**config.mk**
```make
export PLATFORM = sky130hd
export DESIGN_NAME = aes_core_arb_flat
export DESIGN_NICKNAME = d
export VERILOG_FILES = /design/src/rtl/aes_core_arb_pkg.sv /design/src/rtl/aes_core_arb_if.sv /design/src/rtl/aes_core_arb_rr_pick.sv /design/src/rtl/aes_core_arb.sv /design/src/flat_wrapper.sv
export SDC_FILE = /design/constraint.sdc
export NUM_CORES = 1
export LEC_CHECK = 0
export ABC_AREA = 1
export BUFFER_PORTS_ARGS = -buffer_cell sky130_fd_sc_hd__buf_2
export CORE_AREA = 2 2 410 412
export CTS_CLUSTER_SIZE = 8
export DETAILED_ROUTE_END_ITERATION = 10
export DIE_AREA = 0 0 412 414
export GPL_TIMING_DRIVEN = 1
export PLACE_DENSITY = 0.43
export RECOVER_POWER = 100
export SYNTH_ARGS = -nofsm -noshare
export SYNTH_HDL_FRONTEND = slang
export SYNTH_SLANG_ARGS = --single-unit
export TNS_END_PERCENT = 20
```
**constraint.sdc**
```tcl
create_clock -name CLK -period 2.1 [get_ports CLK]
set_clock_uncertainty 0.05 [all_clocks]
set_input_delay 0.315 -clock CLK [delete_from_list [all_inputs] [get_ports CLK]]
set_output_delay 0.315 -clock CLK [all_outputs]
set_load 0.02 [all_outputs]
```
**src/rtl/aes_core_arb_pkg.sv**
```systemverilog
// aes_arb_pkg: shared widths, FSM state encoding and helpers for the
// two-requester AES core arbiter (aes_core_arb).
package aes_arb_pkg;

    localparam int unsigned AES_W = 128;
    localparam int unsigned NREQ  = 2;

    typedef logic [2:0] state_t;

    localparam state_t S_IDLE  = 3'd0;
    localparam state_t S_KLOAD = 3'd1;
    localparam state_t S_KWAIT = 3'd2;
    localparam state_t S_DLOAD = 3'd3;
    localparam state_t S_DWAIT = 3'd4;
    localparam state_t S_RESP  = 3'd5;

    function automatic logic [NREQ-1:0] req_onehot(input logic idx);
        logic [NREQ-1:0] v;
        v      = '0;
        v[idx] = 1'b1;
        return v;
    endfunction

endpackage

```
**src/rtl/aes_core_arb_if.sv**
```systemverilog
// aes_core_arb_if: requester-side job bus of aes_core_arb.
//   ReqVld/ReqKey*/ReqDin*/ReqEncDec : job request and payload (requester -> arbiter)
//   ReqAck                           : one-cycle accept pulse    (arbiter -> requester)
//   RspVld/RspDout/RspErr            : one-cycle completion      (arbiter -> requester)
// Modports: slave = arbiter side, master = requester side.
interface aes_core_arb_if;
    import aes_arb_pkg::*;

    logic [NREQ-1:0]  ReqVld;
    logic [AES_W-1:0] ReqKey0;
    logic [AES_W-1:0] ReqKey1;
    logic [AES_W-1:0] ReqDin0;
    logic [AES_W-1:0] ReqDin1;
    logic [NREQ-1:0]  ReqEncDec;
    logic [NREQ-1:0]  ReqAck;
    logic [NREQ-1:0]  RspVld;
    logic [AES_W-1:0] RspDout;
    logic             RspErr;

    modport slave (
        input  ReqVld, ReqKey0, ReqKey1, ReqDin0, ReqDin1, ReqEncDec,
        output ReqAck, RspVld, RspDout, RspErr
    );

    modport master (
        output ReqVld, ReqKey0, ReqKey1, ReqDin0, ReqDin1, ReqEncDec,
        input  ReqAck, RspVld, RspDout, RspErr
    );

endinterface

```
**src/rtl/aes_core_arb_rr_pick.sv**
```systemverilog
// aes_rr_pick: combinational two-way grant selection.
//   req      : pending requests
//   last_gnt : winner of the previous contested arbitration
//   gnt_vld  : some request is pending
//   gnt_idx  : granted requester
module aes_rr_pick
    import aes_arb_pkg::*;
(
    input  logic [NREQ-1:0] req,
    input  logic            last_gnt,
    output logic            gnt_vld,
    output logic            gnt_idx
);

    always_comb begin
        gnt_vld = |req;
        gnt_idx = 1'b0;
        case (req)
            2'b01:   gnt_idx = 1'b0;
            2'b10:   gnt_idx = 1'b1;
            2'b11:   gnt_idx = ~last_gnt;
            default: gnt_idx = 1'b0;
        endcase
    end

endmodule

```
**src/rtl/aes_core_arb.sv**
```systemverilog
// aes_core_arb: shares one AES core between two requesters.
// Ports:
//   CLK, RSTn           : clock, asynchronous active-low reset
//   req (slave)         : requester job bus (aes_core_arb_if)
//   Kin, Din, EncDec    : core key/data/mode buses, held between strobes
//   Krdy, Drdy, EN      : core key strobe, data strobe, core enable
//   BSY, Kvld, Dvld     : core status
//   Dout                : core result
// Parameter WDOG_CYC: cycles waited for Kvld/Dvld before the job is aborted.
// Macro AES_CORE_ARB_KEY_CACHE_EN: when defined, a job whose key and mode
// match the last successfully loaded ones skips the key load.
module aes_core_arb
    import aes_arb_pkg::*;
#(
    parameter int unsigned WDOG_CYC = 255
) (
    input  logic             CLK,
    input  logic             RSTn,
    aes_core_arb_if.slave    req,
    output logic [AES_W-1:0] Kin,
    output logic [AES_W-1:0] Din,
    output logic             Krdy,
    output logic             Drdy,
    output logic             EncDec,
    output logic             EN,
    input  logic             BSY,
    input  logic             Kvld,
    input  logic             Dvld,
    input  logic [AES_W-1:0] Dout
);

    localparam int unsigned     WD_W    = $clog2(WDOG_CYC + 1);
    localparam logic [WD_W-1:0] WD_LAST = WD_W'(WDOG_CYC - 1);

    state_t           state;
    logic             own;
    logic             last_gnt;
    logic [AES_W-1:0] lat_din;
    logic [WD_W-1:0]  wdog;
    logic             gnt_vld;
    logic             gnt_idx;
    logic             hit;
    logic             wd_abort;
    logic [AES_W-1:0] sel_key;
    logic [AES_W-1:0] sel_din;
    logic             sel_mode;

    aes_rr_pick u_pick (
        .req      (req.ReqVld),
        .last_gnt (last_gnt),
        .gnt_vld  (gnt_vld),
        .gnt_idx  (gnt_idx)
    );

    always_comb begin
        sel_key  = gnt_idx ? req.ReqKey1 : req.ReqKey0;
        sel_din  = gnt_idx ? req.ReqDin1 : req.ReqDin0;
        sel_mode = req.ReqEncDec[gnt_idx];
    end

    // wdog counts completed wait cycles; the last allowed one aborts unless
    // the awaited strobe arrives in that same cycle.
    assign wd_abort = (wdog == WD_LAST) &&
                      (((state == S_KWAIT) && !Kvld) || ((state == S_DWAIT) && !Dvld));

    assign Krdy = (state == S_KLOAD);
    assign Drdy = (state == S_DLOAD) && !BSY;

`ifdef AES_CORE_ARB_KEY_CACHE_EN
    logic [AES_W-1:0] ck_key;
    logic             ck_mode;
    logic             ck_vld;

    assign hit = ck_vld && (sel_key == ck_key) && (sel_mode == ck_mode);

    // Kin/EncDec still carry the key being loaded when Kvld arrives.
    always_ff @(posedge CLK or negedge RSTn) begin
        if (!RSTn) begin
            ck_vld  <= 1'b0;
            ck_key  <= '0;
            ck_mode <= 1'b0;
        end else if ((state == S_KWAIT) && Kvld) begin
            ck_vld  <= 1'b1;
            ck_key  <= Kin;
            ck_mode <= EncDec;
        end else if (wd_abort) begin
            ck_vld  <= 1'b0;
        end
    end
`else
    assign hit = 1'b0;
`endif

    always_ff @(posedge CLK or negedge RSTn) begin
        if (!RSTn) begin
            state       <= S_IDLE;
            own         <= 1'b0;
            last_gnt    <= 1'b1;
            lat_din     <= '0;
            wdog        <= '0;
            Kin         <= '0;
            Din         <= '0;
            EncDec      <= 1'b0;
            EN          <= 1'b0;
            req.ReqAck  <= '0;
            req.RspVld  <= '0;
            req.RspErr  <= 1'b0;
            req.RspDout <= '0;
        end else begin
            EN         <= 1'b1;
            req.ReqAck <= '0;
            case (state)
                S_IDLE: begin
                    if (gnt_vld && !BSY) begin
                        req.ReqAck <= req_onehot(gnt_idx);
                        own        <= gnt_idx;
                        // Only contested rounds move the fairness pointer.
                        if (&req.ReqVld) last_gnt <= gnt_idx;
                        lat_din    <= sel_din;
                        if (hit) begin
                            Din   <= sel_din;
                            state <= S_DLOAD;
                        end else begin
                            Kin    <= sel_key;
                            EncDec <= sel_mode;
                            state  <= S_KLOAD;
                        end
                    end
                end
                S_KLOAD: begin
                    wdog  <= '0;
                    state <= S_KWAIT;
                end
                S_KWAIT: begin
                    if (Kvld) begin
                        Din   <= lat_din;
                        state <= S_DLOAD;
                    end else if (!wd_abort) begin
                        wdog <= wdog + 1'b1;
                    end
                end
                S_DLOAD: begin
                    if (!BSY) begin
                        wdog  <= '0;
                        state <= S_DWAIT;
                    end
                end
                S_DWAIT: begin
                    if (Dvld) begin
                        req.RspDout <= Dout;
                        req.RspVld  <= req_onehot(own);
                        req.RspErr  <= 1'b0;
                        state       <= S_RESP;
                    end else if (!wd_abort) begin
                        wdog <= wdog + 1'b1;
                    end
                end
                S_RESP: begin
                    req.RspVld <= '0;
                    req.RspErr <= 1'b0;
                    state      <= S_IDLE;
                end
                default: state <= S_IDLE;
            endcase
            // Abort shared by both wait states; overrides the case above.
            if (wd_abort) begin
                req.RspDout <= '0;
                req.RspVld  <= req_onehot(own);
                req.RspErr  <= 1'b1;
                state       <= S_RESP;
            end
        end
    end

endmodule
```
**src/flat_wrapper.sv**
```systemverilog
// flat-port wrapper written by rule: the top's interface ports become plain ports
module aes_core_arb_flat import aes_arb_pkg::*;
#(
    parameter int unsigned WDOG_CYC = 255
)
  (CLK, RSTn, Kin, Din, Krdy, Drdy, EncDec, EN, BSY, Kvld, Dvld, Dout, req_ReqVld, req_ReqKey0, req_ReqKey1, req_ReqDin0, req_ReqDin1, req_ReqEncDec, req_ReqAck, req_RspVld, req_RspDout, req_RspErr);
  aes_core_arb_if req_i ();
  input  logic CLK;
  input  logic RSTn;
  output logic [AES_W-1:0] Kin;
  output logic [AES_W-1:0] Din;
  output logic Krdy;
  output logic Drdy;
  output logic EncDec;
  output logic EN;
  input  logic BSY;
  input  logic Kvld;
  input  logic Dvld;
  input  logic [AES_W-1:0] Dout;
  input wire logic [$bits(req_i.ReqVld)-1:0] req_ReqVld;
  input wire logic [$bits(req_i.ReqKey0)-1:0] req_ReqKey0;
  input wire logic [$bits(req_i.ReqKey1)-1:0] req_ReqKey1;
  input wire logic [$bits(req_i.ReqDin0)-1:0] req_ReqDin0;
  input wire logic [$bits(req_i.ReqDin1)-1:0] req_ReqDin1;
  input wire logic [$bits(req_i.ReqEncDec)-1:0] req_ReqEncDec;
  output wire logic [$bits(req_i.ReqAck)-1:0] req_ReqAck;
  output wire logic [$bits(req_i.RspVld)-1:0] req_RspVld;
  output wire logic [$bits(req_i.RspDout)-1:0] req_RspDout;
  output wire logic [$bits(req_i.RspErr)-1:0] req_RspErr;
  assign req_i.ReqVld = req_ReqVld;
  assign req_i.ReqKey0 = req_ReqKey0;
  assign req_i.ReqKey1 = req_ReqKey1;
  assign req_i.ReqDin0 = req_ReqDin0;
  assign req_i.ReqDin1 = req_ReqDin1;
  assign req_i.ReqEncDec = req_ReqEncDec;
  assign req_ReqAck = req_i.ReqAck;
  assign req_RspVld = req_i.RspVld;
  assign req_RspDout = req_i.RspDout;
  assign req_RspErr = req_i.RspErr;
  aes_core_arb #(.WDOG_CYC(WDOG_CYC)) u_core (.CLK(CLK), .RSTn(RSTn), .req(req_i), .Kin(Kin), .Din(Din), .Krdy(Krdy), .Drdy(Drdy), .EncDec(EncDec), .EN(EN), .BSY(BSY), .Kvld(Kvld), .Dvld(Dvld), .Dout(Dout));
endmodule
```
---- Yosys cells after proc, flatten, opt, wreduce, memory -nomap -nowiden ----
Cells that the tools add are included.
cells by class
  bitwise logic cells ..................... 1
  multiplexer cells ....................... 31
  reduce and logical (&&, ||, !) cells .... 24
  add/subtract/negate cells ............... 1
  magnitude comparators ................... 4
  equal/unequal tests ..................... 15
operator list
  kind                 count
  $mux 128             5
  $mux 8               4
  $pmux 8 s4           1
  $mux 3               5
  $pmux 3 s5           1
  $reduce_and 4->1     3
  $ne 3x2->1 const B   3
  $add 8x1->8 const B  1
  $eq 8x8->1 const B   1
  $mux 2               4
  $reduce_and 2->1     4
  $logic_and 1x1->1    7
  $eq 3x2->1 const B   2
  $eq 3x3->1 const B   2
  $mux 1               6
  $ne 2x2->1 const B   3
  $eq 2x2->1 const B   2
  $lt 1x2->1 const B   2
  $pmux 1 s2           2
  $pmux 2 s2           1
  $reduce_bool 2->1    2
  $reduce_bool 4->1    1
  $eq 3x1->1 const B   1
  $logic_not 1->1      3
  8 further kinds      10
word-level totals
  output and inout bits ................... 393
  input bits .............................. 649
  word-level logic and storage cells ...... 89
  register bits ........................... 532

---- Depth between registers and ports, before layout ----
Gate-level depths: netlist of the first run.
  word-level depth ........................ 8
  depth in mapped cells ................... 9
  mapped depth without buffers ............ 9

---- Cells and area by module ----
A second synthesis of the first run with hierarchy kept.
unflattened totals
  cell total of the unflattened synthesis .. 2,883
  area total of the unflattened synthesis .. 22,809.4 sq um
by module, submodules not included
  module        cells an instance  times used  area each (sq um)  seq. area each (sq um)
  aes_core_arb  2,880              1           22,794.4           13,314.0
  aes_rr_pick   3                  1           15.0               0.0

---- Least setup slack after synthesis of the first run ----
Ideal clock, no wire load.
  kind .................................... reg-to-reg
  from .................................... register u_core.state[1]
  to ...................................... register u_core.lat_din[100]
  required time ........................... 1.981 ns
  slack ................................... 0.513 ns
  buffers on the path ..................... 2
  arrival time ............................ 1.469 ns
  cell stages (with the launch flop) ...... 10
  setup time .............................. 0.069 ns
  period minus slack after synthesis ...... 1.587 ns
  cells stage by stage .................... dfrtp_1 -> nor2_4 -> nand2_2 -> nor2_2 -> inv_4 -> nor2_8 -> buf_4 -> buf_2 -> nand2_1 -> nand3_1
between the ends
  word-level cells in the longest chain between the ends .. 2
ends and longest elaborated chain
  element                            RTL line             text
  start: declaration                 aes_core_arb.sv:35   state_t state;
  start signal: assignment           aes_core_arb.sv:96   state <= S_IDLE;
  start signal: assignment           aes_core_arb.sv:122  state <= S_DLOAD;
  start signal: assignment           aes_core_arb.sv:126  state <= S_KLOAD;
  $logic_not 3->1                    aes_core_arb.sv:112  case (state)
  $reduce_and 2->1 (no source line)  --
  end signal: assignment             aes_core_arb.sv:119  lat_din <= sel_din;
  end: declaration                   aes_core_arb.sv:38   logic [AES_W-1:0] lat_din;
Every way passes these cells.
A chain may end at the register's enable or synchronous reset.

---- Worst setup path in the final report of the first run ----
  from .................................... register u_core.state[0]
  to ...................................... register u_core.Din[23]
between the ends
  word-level cells in the longest chain between the ends .. 2
ends and longest elaborated chain
  element                            RTL line             text
  $eq 3x2->1                         aes_core_arb.sv:112
  $reduce_and 2->1 (no source line)  --
  end signal: assignment             aes_core_arb.sv:121  Din <= sel_din;
  end signal: assignment             aes_core_arb.sv:136  Din <= lat_din;
  end: declaration                   aes_core_arb.sv:21   output logic [AES_W-1:0] Din,
Every way passes these cells.

==> results.txt, run 1 <==
----------------------------------------------------
[CTS]
  Clock latency at the later pin of the worst-skew pair ... 0.67 ns
  CTS tree ... done
  Num Clock Sinks ... between 500 and 600
  Total CTS buffers ... 78
  Buffer levels on the longest clock path ... 3
  CTS Root Buffer Type ... sky130_fd_sc_hd__clkbuf_16
  H-Tree Level Count ... 3
  Clock slew at reported path FFs ... 0.05 ns

[Setup path]
  Startpoint types ... flop
  Worst setup path startpoint ... u_core.state[0]
  Highest fanout seen on the critical path ... 20
  Critical path start-end classification ... reg -> reg
  R2R depth ... 9
  Required time at the endpoint of the critical path ... between 2 and 3 ns
  Endpoint kind of the worst setup timing path ... flop
  FF-to-FF Start ... u_core.state[0]
  RR Endpoint ... u_core.Din[23]
  Worst setup endpoint ... u_core.Din[23]
  Critical Path AT ... approximately 2.5 ns
  FF-to-FF setup slack ... between 0.1 and 0.15 ns

[Pwr]
  Power density over the cells ... 1265 nW/um^2
  Max IR drop VDD ... 744.3 uV
  Total leakage power ... 19.97 nW

[Timing]
  Max Clk Rate ... roughly 0.50 GHz
  RSZ-0062 raised after global routing ... no
  Max-slew violations ... 0
  Final setup violation count ... 0
  Number of endpoints with negative hold slack in the final report ... 0
  Slew of the pin with the lowest slew margin ... 1.106 ns
  Setup TNS ... 0 ns
  Worst slew margin ... 0.2624
  Period minus WS final ... 1.990 ns
  Final critical-path share of the clock period ... 0.9477

[Layout]
  Top library cells by usage in the layout, fill and taps aside ... sky130_fd_sc_hd__nand2_1 (1723), sky130_fd_sc_hd__buf_2 (647), sky130_fd_sc_hd__dlygate4sd3_1 (646), sky130_fd_sc_hd__dfrtp_1 (531), sky130_fd_sc_hd__clkbuf_1 (413)
  Post-route core utilization ... 0.2361
  Most common cell after layout, fill and taps aside ... sky130_fd_sc_hd__nand2_1
  Area Overhead vs Synth ... 72.50%
  Share of post-route cells with drive strength above 1 ... 0.1844
  # nets final ... 5243
  Non-filler cells, final ... 6831

[Detailed routing]
  Count of unresolved DRC violations after routing ... 0
  Routed wire length ... 123200 um
  Number of design-rule violations left by the first detailed-router iteration ... between 1000 and 1500
  Via-to-Cell Ratio ... 3.762
  Routed via count ... roughly 26000
  Remaining number of nets flagged by the antenna check after routing ... 0
  First-pass iteration count of the detailed router ... 5
  Average routed wire per standard cell ... about 18 um

[Global route]
  Number of antenna violations at the first check in global routing ... 19
  Via count of the first global-routing pass ... 26890
  Global-route wire length before repair ... 176600 um
  Overall fraction of global-route tracks in use ... 0.1401
  Total congestion overflow ... 0
  Pin count of the biggest net entering global routing ... 82

[Synth]
  Number of synthesized register bits ... 532
  Largest family of logic cells by synthesized area ... simple AND/OR/NAND/NOR gates
  Cell variety after synth ... 27
  Sequential area share after synthesis ... 0.5851
  Top cells by area, synth ... sky130_fd_sc_hd__dfrtp_1 (58%), sky130_fd_sc_hd__nand2_1 (28%), sky130_fd_sc_hd__nand3_1 (6.1%)
  Yosys warning total ... 0
  Share of synthesized cell area in full adder, half adder and majority cells ... 0.001100
  Top cell type's share of synthesized area ... 0.5839
  Xor/xnor cell area share of the yosys netlist ... 0.0007697
  Post-synthesis share of cell area spent on and, or, nand and nor gates ... 0.3524
  Syn Std Cell Area ... approximately 23000 um^2
  Average footprint of a synthesized cell ... ~7.9 um^2
  Cell taking the most area after synthesis ... sky130_fd_sc_hd__dfrtp_1
  Post-Synthesis Cells ... 2874
  Fraction of the mapped netlist area in compound gates ... 0.001869
  Multiplexer area fraction after synthesis ... 0
  Post-synthesis net count ... 3525

[Place]
  # placed instances ... 6070
  Total of buffers placed on input and output ports ... 1041
  Hpwl dp ... slightly above 90000 um
  Routability cong. ... 0.8801

[Run]
  Max_cap viols ... 0

[Run status]
  Status ... finished clean

[Die]
  Horizontal die dimension ... between 400 and 500 um
  Placeable Area ... 166300 um^2
  Starting density of the core ... 0.1369
  Die height ... 414 um
  Top-Level Pins ... around 1000
  # rows ... 150
  Die Footprint ... between 150000 and 200000 um^2

[Min path]
  Worst hold path class ... in -> reg

----------------------------------------------------
## critical path, cell delays in order (launching register included)
cell and delay [ns]:
sky130_fd_sc_hd__dfrtp_1 0.40, sky130_fd_sc_hd__buf_4 0.17, sky130_fd_sc_hd__inv_1 0.06, sky130_fd_sc_hd__nand4_1 0.18, sky130_fd_sc_hd__buf_4 0.24, sky130_fd_sc_hd__clkinvlp_2 0.15, sky130_fd_sc_hd__buf_12 0.20, sky130_fd_sc_hd__clkbuf_2 0.25
sky130_fd_sc_hd__nand2_1 0.08, sky130_fd_sc_hd__nand2_1 0.06
## where the power goes
group	internal, mW	total, mW	switching, mW	leakage, nW
registers	14.7	17.9	3.10	6.73
clock network	6.97	11.9	4.94	1.07
logic	6.43	19.9	13.5	12.2
## repair_timing
action | CTS | global route
hold buffers | 646 | 0
setup buffers | 0 | 0
pin swaps | 1 | 0
gates resized for setup | 7 | 1
hold endpoints to repair | 496 | 0
gates cloned | 0 | 0
setup endpoints to repair | 2 | 1
## per-layer routing
layer / share of wire / wire length [um] / track usage
met1: 0.35 / 43670 / 0.1406
met2: 0.51 / 62290 / 0.2504
met3: 0.085 / 10430 / 0.05136
met4: 0.055 / 6779 / 0.07373
met5: 0.00011 / 13 / 0
## state kept, by name, summed over array words and instances, names as in the netlist, 2 cells and up
signal              count
u_core.lat_din        128
u_core.req.RspDout    128
u_core.req.ReqAck       2
u_core.Kin            128
u_core.state            3
u_core.Din            128
u_core.req.RspVld       2
u_core.wdog             8
## cell usage after synthesis, drive strengths merged
master,count
nor3,1
xor2,1
nor2,19
o21ai,3
inv,144
o21bai,3
conb,1
clkinv,1
nand4,6
xnor2,1
clkbuf,51
dfrtp,531
ha,2
buf,105
nand2,1724
nand3,279
dfstp,1
a21oi,1
## cell type report
cell class              instances  area, um^2
clock buffers                  93        2059
clock inverters                 9       130.1
fillers                     18550      127000
flip-flops and latches        532       13310
repair buffers               1794       12270
diodes                         13       32.53
multi-input cells            2041        8142
well taps                    2204        2758
inverters                     145       550.5
## cells by family after synthesis
kind of cell	after synthesis
buffers and inverters	301
other	1
AO/OA/AOI/OAI	7
AND/OR/NAND/NOR	2029
flip-flops	532
adder cells (fa/ha/maj)	2
XOR/XNOR	2
## worst min path at each step
stage                              from              end  slack, ns  cells past startpoint
after floorplan                    RSTn    u_core.Din[0]      -0.03                      0
after CTS                 req_ReqVld[0]  u_core.last_gnt      0.007                      5
after detailed placement           RSTn   u_core.Din[10]       0.32                      1
after global routing      req_ReqVld[0]  u_core.last_gnt        0.1                      5
final                     req_ReqVld[0]  u_core.last_gnt       0.09                      5
after global placement             RSTn   u_core.Din[10]       0.32                      1
## stage by stage
stage / worst slack [ns] / power, mW / hold WS, ns / area [um^2]
CTS: 0.01254 / 51.55 / 0.006868 / 39970
floorplan: 0.5125 / 28.31 / -0.03059 / 22760
finish: 0.1098 / 49.66 / 0.09406 / 39260
global route: 0.005301 / 53.22 / 0.09890 / 39250
global placement: 0.03871 / 38.01 / 0.3221 / 31290
detailed placement: 0.06998 / 38.08 / 0.3245 / 31290
Note: power is estimated with default switching activity, not from simulation.
==> run 2: changes to the inputs <==
--- a/config.mk
+++ b/config.mk
@@ -7,13 +7,13 @@
 export LEC_CHECK = 0
 export ABC_AREA = 1
 export BUFFER_PORTS_ARGS = -buffer_cell sky130_fd_sc_hd__buf_2
-export CORE_AREA = 2 2 410 412
+export CORE_AREA = 2 2 401 403
 export CTS_CLUSTER_SIZE = 8
 export DETAILED_ROUTE_END_ITERATION = 10
-export DIE_AREA = 0 0 412 414
+export DIE_AREA = 0 0 403 405
 export GPL_TIMING_DRIVEN = 1
 export PLACE_DENSITY = 0.43
-export RECOVER_POWER = 100
+export RECOVER_POWER = 50
 export SYNTH_ARGS = -nofsm -noshare
 export SYNTH_HDL_FRONTEND = slang
 export SYNTH_SLANG_ARGS = --single-unit
==> results.txt, run 2 (same netlist as run 1, synthesis figures left out) <==
----------------------------------------------------
[Die]
  Starting density of the core ... 0.1429 (was 0.1369)
  Top-Level Pins ... 1042 (unchanged)
  Die height ... 405 um (was 414 um)
  # rows ... 147 (was 150)
  Horizontal die dimension ... 403 um (was 412 um)
  Placeable Area ... 159300 um^2 (was 166300 um^2)
  Die Footprint ... 163200 um^2 (was 170600 um^2)

[CTS]
  Post-CTS setup buffers ... 0 (unchanged)
  CTS Root Buffer Type ... sky130_fd_sc_hd__clkbuf_16 (unchanged)
  Clock slew at reported path FFs ... 0.05 ns (about the same)
  Num Clock Sinks ... 532 (unchanged)
  CTS tree ... done (unchanged)
  Buffer levels on the longest clock path ... 3 (unchanged)
  Total CTS buffers ... 78 (unchanged)
  Clock latency at the later pin of the worst-skew pair ... 0.67 ns (about the same)
  H-Tree Level Count ... 3 (unchanged)

[Timing]
  Max-slew violations ... 0 (unchanged)
  Worst hold-check slack ... 0.06718 ns (was 0.09406 ns)
  Final setup violation count ... 0 (unchanged)
  Max Clk Rate ... 0.5008 GHz (was 0.5025 GHz)
  Number of endpoints with negative hold slack in the final report ... 0 (unchanged)
  Period minus WS final ... 1.997 ns (was 1.990 ns)
  Final critical-path share of the clock period ... 0.9509 (was 0.9477)
  Slew of the pin with the lowest slew margin ... 1.146 ns (was 1.106 ns)
  RSZ-0062 raised after global routing ... yes (was no)
  Worst slew margin ... 0.2357 (was 0.2624)
  Setup TNS ... 0 ns (unchanged)

[Layout]
  Top library cells by usage in the layout, fill and taps aside ... sky130_fd_sc_hd__nand2_1 (1722), sky130_fd_sc_hd__buf_2 (854), sky130_fd_sc_hd__dlygate4sd3_1 (643), sky130_fd_sc_hd__dfrtp_1 (531), sky130_fd_sc_hd__nand3_1 (276) (was sky130_fd_sc_hd__nand2_1 (1723), sky130_fd_sc_hd__buf_2 (647), sky130_fd_sc_hd__dlygate4sd3_1 (646), sky130_fd_sc_hd__dfrtp_1 (531), sky130_fd_sc_hd__clkbuf_1 (413))
  Share of post-route cells with drive strength above 1 ... 0.2313 (was 0.1844)
  Most common cell after layout, fill and taps aside ... sky130_fd_sc_hd__nand2_1 (unchanged)
  Design area ... 39590 um^2 (was 39260 um^2)
  Post-route core utilization ... 0.2486 (was 0.2361)
  # nets final ... 5246 (was 5243)
  Area Overhead vs Synth ... 73.98% (was 72.50%)
  Fill cell instance count of the final layout ... 17590 (was 18550)
  Non-filler cells, final ... 6723 (was 6831)

[Pwr]
  Max IR drop VDD ... 661.7 uV (was 744.3 uV)
  Total leakage power ... 20.76 nW (was 19.97 nW)
  Power density over the cells ... 1271 nW/um^2 (was 1265 nW/um^2)

[Detailed routing]
  Routed via count ... 25510 (was 25700)
  Via-to-Cell Ratio ... 3.794 (was 3.762)
  First-pass iteration count of the detailed router ... 6 (was 5)
  Routed wire length ... 122000 um (was 123200 um)
  Count of unresolved DRC violations after routing ... 0 (unchanged)
  Remaining number of nets flagged by the antenna check after routing ... 0 (unchanged)
  Average routed wire per standard cell ... 18.14 um (was 18.03 um)
  Number of design-rule violations left by the first detailed-router iteration ... 1392 (was 1264)

[Run status]
  Status ... finished clean (unchanged)

[Setup path]
  Startpoint types ... flop (unchanged)
  RR Endpoint ... u_core.lat_din[102] (was u_core.Din[23])
  Worst setup endpoint ... Drdy (was u_core.Din[23])
  Worst-path cell with the longest stage delay ... sky130_fd_sc_hd__dfrtp_1 (unchanged)
  R2R depth ... 10 (was 9)
  Critical path, cell by cell ... buf_4 > nand3_2 > nor2_4 > buf_6 (was buf_4 > inv_1 > nand4_1 > buf_4 > clkinvlp_2 > buf_12 > clkbuf_2 > nand2_1 > nand2_1)
  Delay-heaviest family, CP ... flip-flops (was buffers and inverters)
  Highest fanout seen on the critical path ... 6 (was 20)
  Max stage delay on crit path ... 0.38 ns (was 0.40 ns)
  WP buf/inv ... 2 (was 6)
  FF-to-FF setup slack ... 0.15 ns (was 0.11 ns)
  Worst setup path startpoint ... u_core.state[1] (was u_core.state[0])
  FF-to-FF Start ... u_core.state[1] (was u_core.state[0])
  Endpoint kind of the worst setup timing path ... primary output (was flop)
  Total stage count of the critical path ... 4 (was 9)
  Required time at the endpoint of the critical path ... 1.74 ns (was 2.63 ns)
  Critical path start-end classification ... reg -> out (was reg -> reg)
  Critical Path AT ... 1.63 ns (was 2.52 ns)

[Global route]
  Global-route wire length before repair ... 172900 um (was 176600 um)
  Overall fraction of global-route tracks in use ... 0.1429 (was 0.1401)
  Pin count of the biggest net entering global routing ... 86 (was 82)
  Total congestion overflow ... 0 (unchanged)
  Via count of the first global-routing pass ... 26580 (was 26890)
  Number of antenna violations at the first check in global routing ... 29 (was 19)

[Min path]
  Worst hold path class ... in -> reg (unchanged)
  Hold-critical path depth ... 5 (unchanged)

[Place]
  Total of buffers placed on input and output ports ... 1041 (unchanged)
  Routability cong. ... 0.8998 (was 0.8801)
  # placed instances ... 5958 (was 6070)
  Hpwl dp ... 90740 um (was 90890 um)
  Area after detailed placement ... 31220 um^2 (was 31290 um^2)

[Run]
  Max_cap viols ... 0 (unchanged)

----------------------------------------------------
## run 2: stage by stage
step	total power [mW]	setup slack, ns
after CTS	51.49	0.002885
after global placement	37.85	0.06198
after detailed placement	37.92	0.06382
after global routing	53.79	-0.009396
after floorplan	28.31	0.5125
final	50.30	0.1031
## run 2: worst min path at each step
stage | startpoint | end
floorplan | RSTn | u_core.Din[0]
global placement | RSTn | u_core.Kin[52]
detailed placement | RSTn | u_core.Kin[52]
CTS | Dout[66] | u_core.req.RspDout[66]
global route | Dout[66] | u_core.req.RspDout[66]
finish | Dout[66] | u_core.req.RspDout[66]
## run 2: cell type report
cell class	instances	area, um^2	area share
clock buffers	93	2039	0.05151
inverters	145	560.5	0.01416
clock inverters	10	180.2	0.004551
diodes	19	47.55	0.001201
repair buffers	1797	12690	0.3206
multi-input cells	2041	8147	0.2058
well taps	2086	2610	0.06592
flip-flops and latches	532	13310	0.3363
## run 2: timing repair
item,4_1_cts,5_1_grt
pin swaps,1,1
endpoints found under the hold margin,683,0
resized for setup,10,6
setup endpoints to repair,2,8
hold buffers,643,0
## run 2: worst min-delay path: cells and delay by family
kind,cells,cell delay [ns]
buffers and inverters,2,0.12
and+or+nand+nor,3,0.32
## run 2: layer usage
metal / track usage / part of all wire
met1: 0.1458 / 0.36
met2: 0.2552 / 0.51
met3: 0.05491 / 0.089
met4: 0.06893 / 0.048
met5: 0 / 0.00019
## run 2: where the power goes
group	switching [mW]	leakage, nW	total [mW]	internal, mW
Sequential	2.93	6.73	17.7	14.7
Combinational	13.6	13.0	20.6	7.05
Clock	5.04	1.07	12.0	6.95
Total	21.6	20.8	50.3	28.7
